`config.mk`:
```
export PLATFORM = sky130hd
export DESIGN_NAME = multicycle_ctrl_fsm
export DESIGN_NICKNAME = d
export VERILOG_FILES = /design/src/rtl/multicycle_ctrl_fsm.sv
export SDC_FILE = /design/constraint.sdc
export NUM_CORES = 1
export LEC_CHECK = 0
export ABC_CLOCK_PERIOD_IN_PS = 1500
export BUFFER_PORTS_ARGS = -buffer_cell sky130_fd_sc_hd__buf_2
export CAP_MARGIN = 0
export CORE_AREA = 2 2 39 41
export CTS_BUF_LIST = sky130_fd_sc_hd__clkbuf_16
export DETAILED_ROUTE_END_ITERATION = 8
export DIE_AREA = 0 0 41 43
export GPL_TIMING_DRIVEN = 0
export PLACE_DENSITY_LB_ADDON = 0.12
export SETUP_SLACK_MARGIN = 0.02
export SLEW_MARGIN = 20
export SYNTH_ARGS = -nofsm -noshare
export SYNTH_HDL_FRONTEND = slang
export SYNTH_SLANG_ARGS = --single-unit
```
`constraint.sdc`:
```
create_clock -name clk -period 1.5 [get_ports clk]
set_input_delay 0.3 -clock clk [delete_from_list [all_inputs] [get_ports clk]]
set_output_delay 0.3 -clock clk [all_outputs]
set_load 0.02 [all_outputs]
```
`src/rtl/multicycle_ctrl_fsm.sv`:
```
// Main controller for the multi-cycle MIPS datapath: fetch/decode/execute/memory/writeback sequencing.
// Optional macro MC_ILLEGAL_TRAP_EN: unknown opcodes trap (sticky illegal_op) instead of acting as a NOP.
module multicycle_ctrl_fsm #(
  parameter logic [5:0] OP_RTYPE = 6'h00,
  parameter logic [5:0] OP_LW    = 6'h23,
  parameter logic [5:0] OP_SW    = 6'h2B,
  parameter logic [5:0] OP_BEQ   = 6'h04,
  parameter logic [5:0] OP_ADDI  = 6'h08,
  parameter logic [5:0] OP_J     = 6'h02
) (
  input  logic       clk,
  input  logic       rst_n,
  input  logic [5:0] opcode,
  input  logic       zero,
  input  logic       mem_ready,
  output logic       pc_en,
  output logic       i_or_d,
  output logic       mem_read,
  output logic       mem_write,
  output logic       ir_write,
  output logic       reg_dst,
  output logic       mem_to_reg,
  output logic       reg_write,
  output logic       alu_src_a,
  output logic [1:0] alu_src_b,
  output logic [1:0] alu_op,
  output logic [1:0] pc_src,
  output logic [3:0] state,
  output logic       illegal_op
);

  typedef enum logic [3:0] {
    IDLE   = 4'd0,  FETCH  = 4'd1,  DECODE = 4'd2,  MEMADR = 4'd3,
    MEMRD  = 4'd4,  MEMWB  = 4'd5,  MEMWR  = 4'd6,  EXEC   = 4'd7,
    ALUWB  = 4'd8,  BRANCH = 4'd9,  ADDIEX = 4'd10, ADDIWB = 4'd11,
    JUMP   = 4'd12, TRAP   = 4'd13
  } state_t;

  state_t cur;
  logic   ill_q;

  always_ff @(posedge clk or negedge rst_n) begin
    if (!rst_n) begin
      cur   <= IDLE;
      ill_q <= 1'b0;
    end else begin
      case (cur)
        IDLE:   cur <= FETCH;
        FETCH:  if (mem_ready) cur <= DECODE;
        DECODE: begin
          if (opcode == OP_LW || opcode == OP_SW) cur <= MEMADR;
          else if (opcode == OP_RTYPE)            cur <= EXEC;
          else if (opcode == OP_BEQ)              cur <= BRANCH;
          else if (opcode == OP_ADDI)             cur <= ADDIEX;
          else if (opcode == OP_J)                cur <= JUMP;
          else begin
`ifdef MC_ILLEGAL_TRAP_EN
            cur   <= TRAP;
            ill_q <= 1'b1;
`else
            cur <= FETCH;
`endif
          end
        end
        MEMADR: cur <= (opcode == OP_SW) ? MEMWR : MEMRD;
        MEMRD:  if (mem_ready) cur <= MEMWB;
        MEMWB:  cur <= FETCH;
        MEMWR:  if (mem_ready) cur <= FETCH;
        EXEC:   cur <= ALUWB;
        ALUWB:  cur <= FETCH;
        BRANCH: cur <= FETCH;
        ADDIEX: cur <= ADDIWB;
        ADDIWB: cur <= FETCH;
        JUMP:   cur <= FETCH;
        TRAP:   cur <= TRAP;
        default: cur <= IDLE;
      endcase
    end
  end

  assign state = cur;
`ifdef MC_ILLEGAL_TRAP_EN
  assign illegal_op = ill_q;
`else
  assign illegal_op = 1'b0;
`endif

  // Outputs decode straight from the state register so an async reset silences every strobe at once.
  always_comb begin
    pc_en      = 1'b0;
    i_or_d     = 1'b0;
    mem_read   = 1'b0;
    mem_write  = 1'b0;
    ir_write   = 1'b0;
    reg_dst    = 1'b0;
    mem_to_reg = 1'b0;
    reg_write  = 1'b0;
    alu_src_a  = 1'b0;
    alu_src_b  = 2'd0;
    alu_op     = 2'd0;
    pc_src     = 2'd0;
    case (cur)
      FETCH: begin
        mem_read  = 1'b1;
        alu_src_b = 2'd1;
        ir_write  = mem_ready;
        pc_en     = mem_ready;
      end
      DECODE: alu_src_b = 2'd3;
      MEMADR: begin
        alu_src_a = 1'b1;
        alu_src_b = 2'd2;
      end
      MEMRD: begin
        i_or_d   = 1'b1;
        mem_read = 1'b1;
      end
      MEMWB: begin
        reg_write  = 1'b1;
        mem_to_reg = 1'b1;
      end
      MEMWR: begin
        i_or_d    = 1'b1;
        mem_write = 1'b1;
      end
      EXEC: begin
        alu_src_a = 1'b1;
        alu_op    = 2'd2;
      end
      ALUWB: begin
        reg_write = 1'b1;
        reg_dst   = 1'b1;
      end
      BRANCH: begin
        alu_src_a = 1'b1;
        alu_op    = 2'd1;
        pc_src    = 2'd1;
        pc_en     = zero;
      end
      ADDIEX: begin
        alu_src_a = 1'b1;
        alu_src_b = 2'd2;
      end
      ADDIWB: reg_write = 1'b1;
      JUMP: begin
        pc_src = 2'd2;
        pc_en  = 1'b1;
      end
      default: ;
    endcase
  end

endmodule

```
==> results.md <==
* Final WL at 1.649 mm
* Worst slack, placed at -0.05737 ns
* Buffers & Inverters on Critical Path at 2
* Post-layout min period at 1.679 ns
* First-pass GRT wire length at 2.663 mm
* Tcrit/Tclk final at 111.9%
* Register clock-pin slew on the reported worst setup and hold paths at 0.03 ns
* Unrepaired setup endpoints after global routing: yes
* R2R Path End: state[1]$_DFFE_PN0P_
* Hold WC Path Type: in2async
* CP arrival at 1.38 ns
* Final worst slack at -0.1792 ns
* Area growth syn-to-layout at 92.31%
* Commonest non-fill, non-tap cells in the layout: 15 x buf_4, 15 x buf_2, 5 x buf_6
* Largest net degree at the start of global routing at 11
* Cell area after synthesis at 553.0 um^2
* Cell Chain, Critical Path: buf_6 > mux2_4 > a22oi_2 > nor2_2 > buf_6
* First DRT Iteration DRCs at 5
* Initial Util at 39.96%
* Pwr Density at 538.2 nW/um^2
* Dpl hpwl at 1.169 mm
* Root buf cell: clkbuf_16
* GP Congestion at 0.8596
* Die Area at 1763 um^2
* Syn Inst Count at 73
* Routed Antenna Nets at 0
* CP dominant cell by count: buf_6
* Later-pin clock latency in the skew report at 0.23 ns
* TritonRoute pass-1 iters at 3
* Layout cells sized above 1 at 64.81%
* Die height at 43 um
* Die span in x at 41 um
* Netlist cell types at 36
* Row count at 14
* H-Tree Depth at 1
* IO Port Bufs at 28
* Crit path max-delay cell type: dfrtp_2
* Max reg flops at 4
* Final nets at 119
* Final hold viol count at 0
* CTS Sinks at 4
* Vias at 657
* R2R depth at 4
* Via count of the first global-routing pass at 636
* CTS tree: done
* Failing checks: setup timing
* Setup_tns at -1.141 ns
* Ys Warns at 0
* Leakage power at 0.4560 nW
* Req. time, crit path at 1.20 ns
* Avg Synthesized Cell Area at 7.576 um^2
* GRT met2 Usage at 35.63%
* CTS buffer count at 3
* # DRC at 0
* R2r setup slk at 0.11 ns
* Core Area at 1384 um^2
* Reg2Reg Launch Point: state[0]$_DFFE_PN0P_
* Grt ovf at 0
* Critical Path Start Type: register
* Syn_nets at 83
* GR peak layer: met2
* Max stage delay on crit path at 0.40 ns
* M3 GR Usage at 1.571%
* Outcome: finished, violations left
* Met1 usage at 25.99%
* Max-Cap Viols at 0
* Post-synthesis sequential area ratio at 18.10%
* Initial antenna violation count at 0
* CTS max path bufs at 2
* Worst vdd ir at 0.0008578 V
* Crit Path Category: reg2out
* Global-route total usage across every layer at 21.84%
* Fin Clk Skew at 0.001215 ns
* Filler instances at 111
* Final Util at 76.85%
* #FFs+latches synth at 4
* CP max FO at 7
* Vias/cell at 5.298
* # IOs at 30
* Antenna cells at 0
* Setup-failing EPs final at 15
* Final Max Slew Viols at 0
* CP endpoint kind: output pin
* Largest delay contributor family on the critical path: flip-flops
* Max Fclk at 595.5 MHz
* Average wire per standard cell at 13.30 um
==> power by group <==
part / switching, W / internal, W
logic: 0.0000205 / 0.0000187
registers: 0 / 0.000109
clock network: 0.0000802 / 0.000344
==> worst reg2reg max path: cells and delay by family (launching register included) <==
family	cells	cell delay (ns)
AOI/OAI and AO/OA	2	0.49
and+or+nand+nor	1	0.22
DFF	1	0.37
buffers and inverters	1	0.16
==> Yosys cell counts, drive strengths merged <==
cell type  n  area [um^2]
a211oi     1        12.51
a21oi      3        15.01
a22oi      1        7.510
a31o       1        8.760
and2       2        12.51
and3       1        6.260
and3b      1        8.760
and4       1        8.760
and4b      1        10.01
buf        7        42.54
conb       1        3.750
dfrtp      4        100.1
inv        2        7.510
mux2       1        11.26
nand2      5        18.77
nand2b     2        12.51
nand3      2        10.01
nand3b     1        7.510
nor2       8        30.03
nor2b      3        18.77
nor3       6        30.03
nor3b      2        20.02
nor4       1        6.260
nor4b      2        32.53
nor4bb     1        10.01
o211ai     3        22.52
o21ai      2        10.01
o22ai      1        6.260
o311a      1        10.01
o311ai     1        8.760
o31a       1        8.760
xnor2      2        17.52
xor2       2        17.52
==> per-layer routing <==
metal  up-vias  wire length (um)
li1        336                 -
met1       293               673
met2        23               851
met3         5                64
met4         0                59
met5         -                 0
==> kinds of logic after synthesis <==
family / share of synthesized area [%]
other: 0.6781
muxes: 2.036
DFF: 18.10
and+or+nand+nor: 43.89
xor gates and xnor gates: 6.336
AOI/OAI and AO/OA: 19.91
buffers and inverters: 9.050
==> stage by stage <==
| step | hold slack (ns) | total power (W) | cell area [um^2] | cells |
|---|---|---|---|---|
| after floorplan | 0.004409 | 0.0001221 | 668.1 | 73 |
| after global placement | 0.1035 | 0.0001444 | 828.3 | 117 |
| after detailed placement | 0.1053 | 0.0001455 | 828.3 | 117 |
| after CTS | 0.4036 | 0.0005803 | 1030 | 124 |
| after global routing | 0.4449 | 0.0005909 | 1064 | 124 |
| final | 0.4175 | 0.0005724 | 1064 | 124 |
==> how the worst max path moves through the flow <==
stage	from	to	slack [ns]	cells after the start
2_1_floorplan	state[0]$_DFFE_PN0P_	mem_write	-0.03	3
3_3_place_gp	state[1]$_DFFE_PN0P_	ir_write	-0.04	4
3_5_place_dp	state[3]$_DFFE_PN0P_	alu_src_a	-0.06	5
4_1_cts	state[3]$_DFFE_PN0P_	pc_en	-0.17	5
5_1_grt	state[3]$_DFFE_PN0P_	pc_en	-0.22	5
6_report	state[3]$_DFFE_PN0P_	pc_en	-0.18	5
==> cell type report <==
type / count / area (um^2) / share of cell area, %
buffer: 6 / 71.32 / 6.706
multi-input combinational: 60 / 568.0 / 53.41
inverter: 2 / 7.507 / 0.7059
timing repair buffer: 32 / 212.7 / 20.00
clock inverter: 1 / 3.754 / 0.3529
sequential: 4 / 105.1 / 9.882
clock buffer: 3 / 75.07 / 7.059
tap: 16 / 20.02 / 1.882
==> what timing repair did <==
item | 4_1_cts | 5_1_grt
endpoints found under the setup margin | 15 | 18
hold buffers | 1 | 0
endpoints found under the hold margin | 4 | 0
resized for setup | 28 | 8
setup buffers | 3 | 0
(Power assumes the default switching activity.)
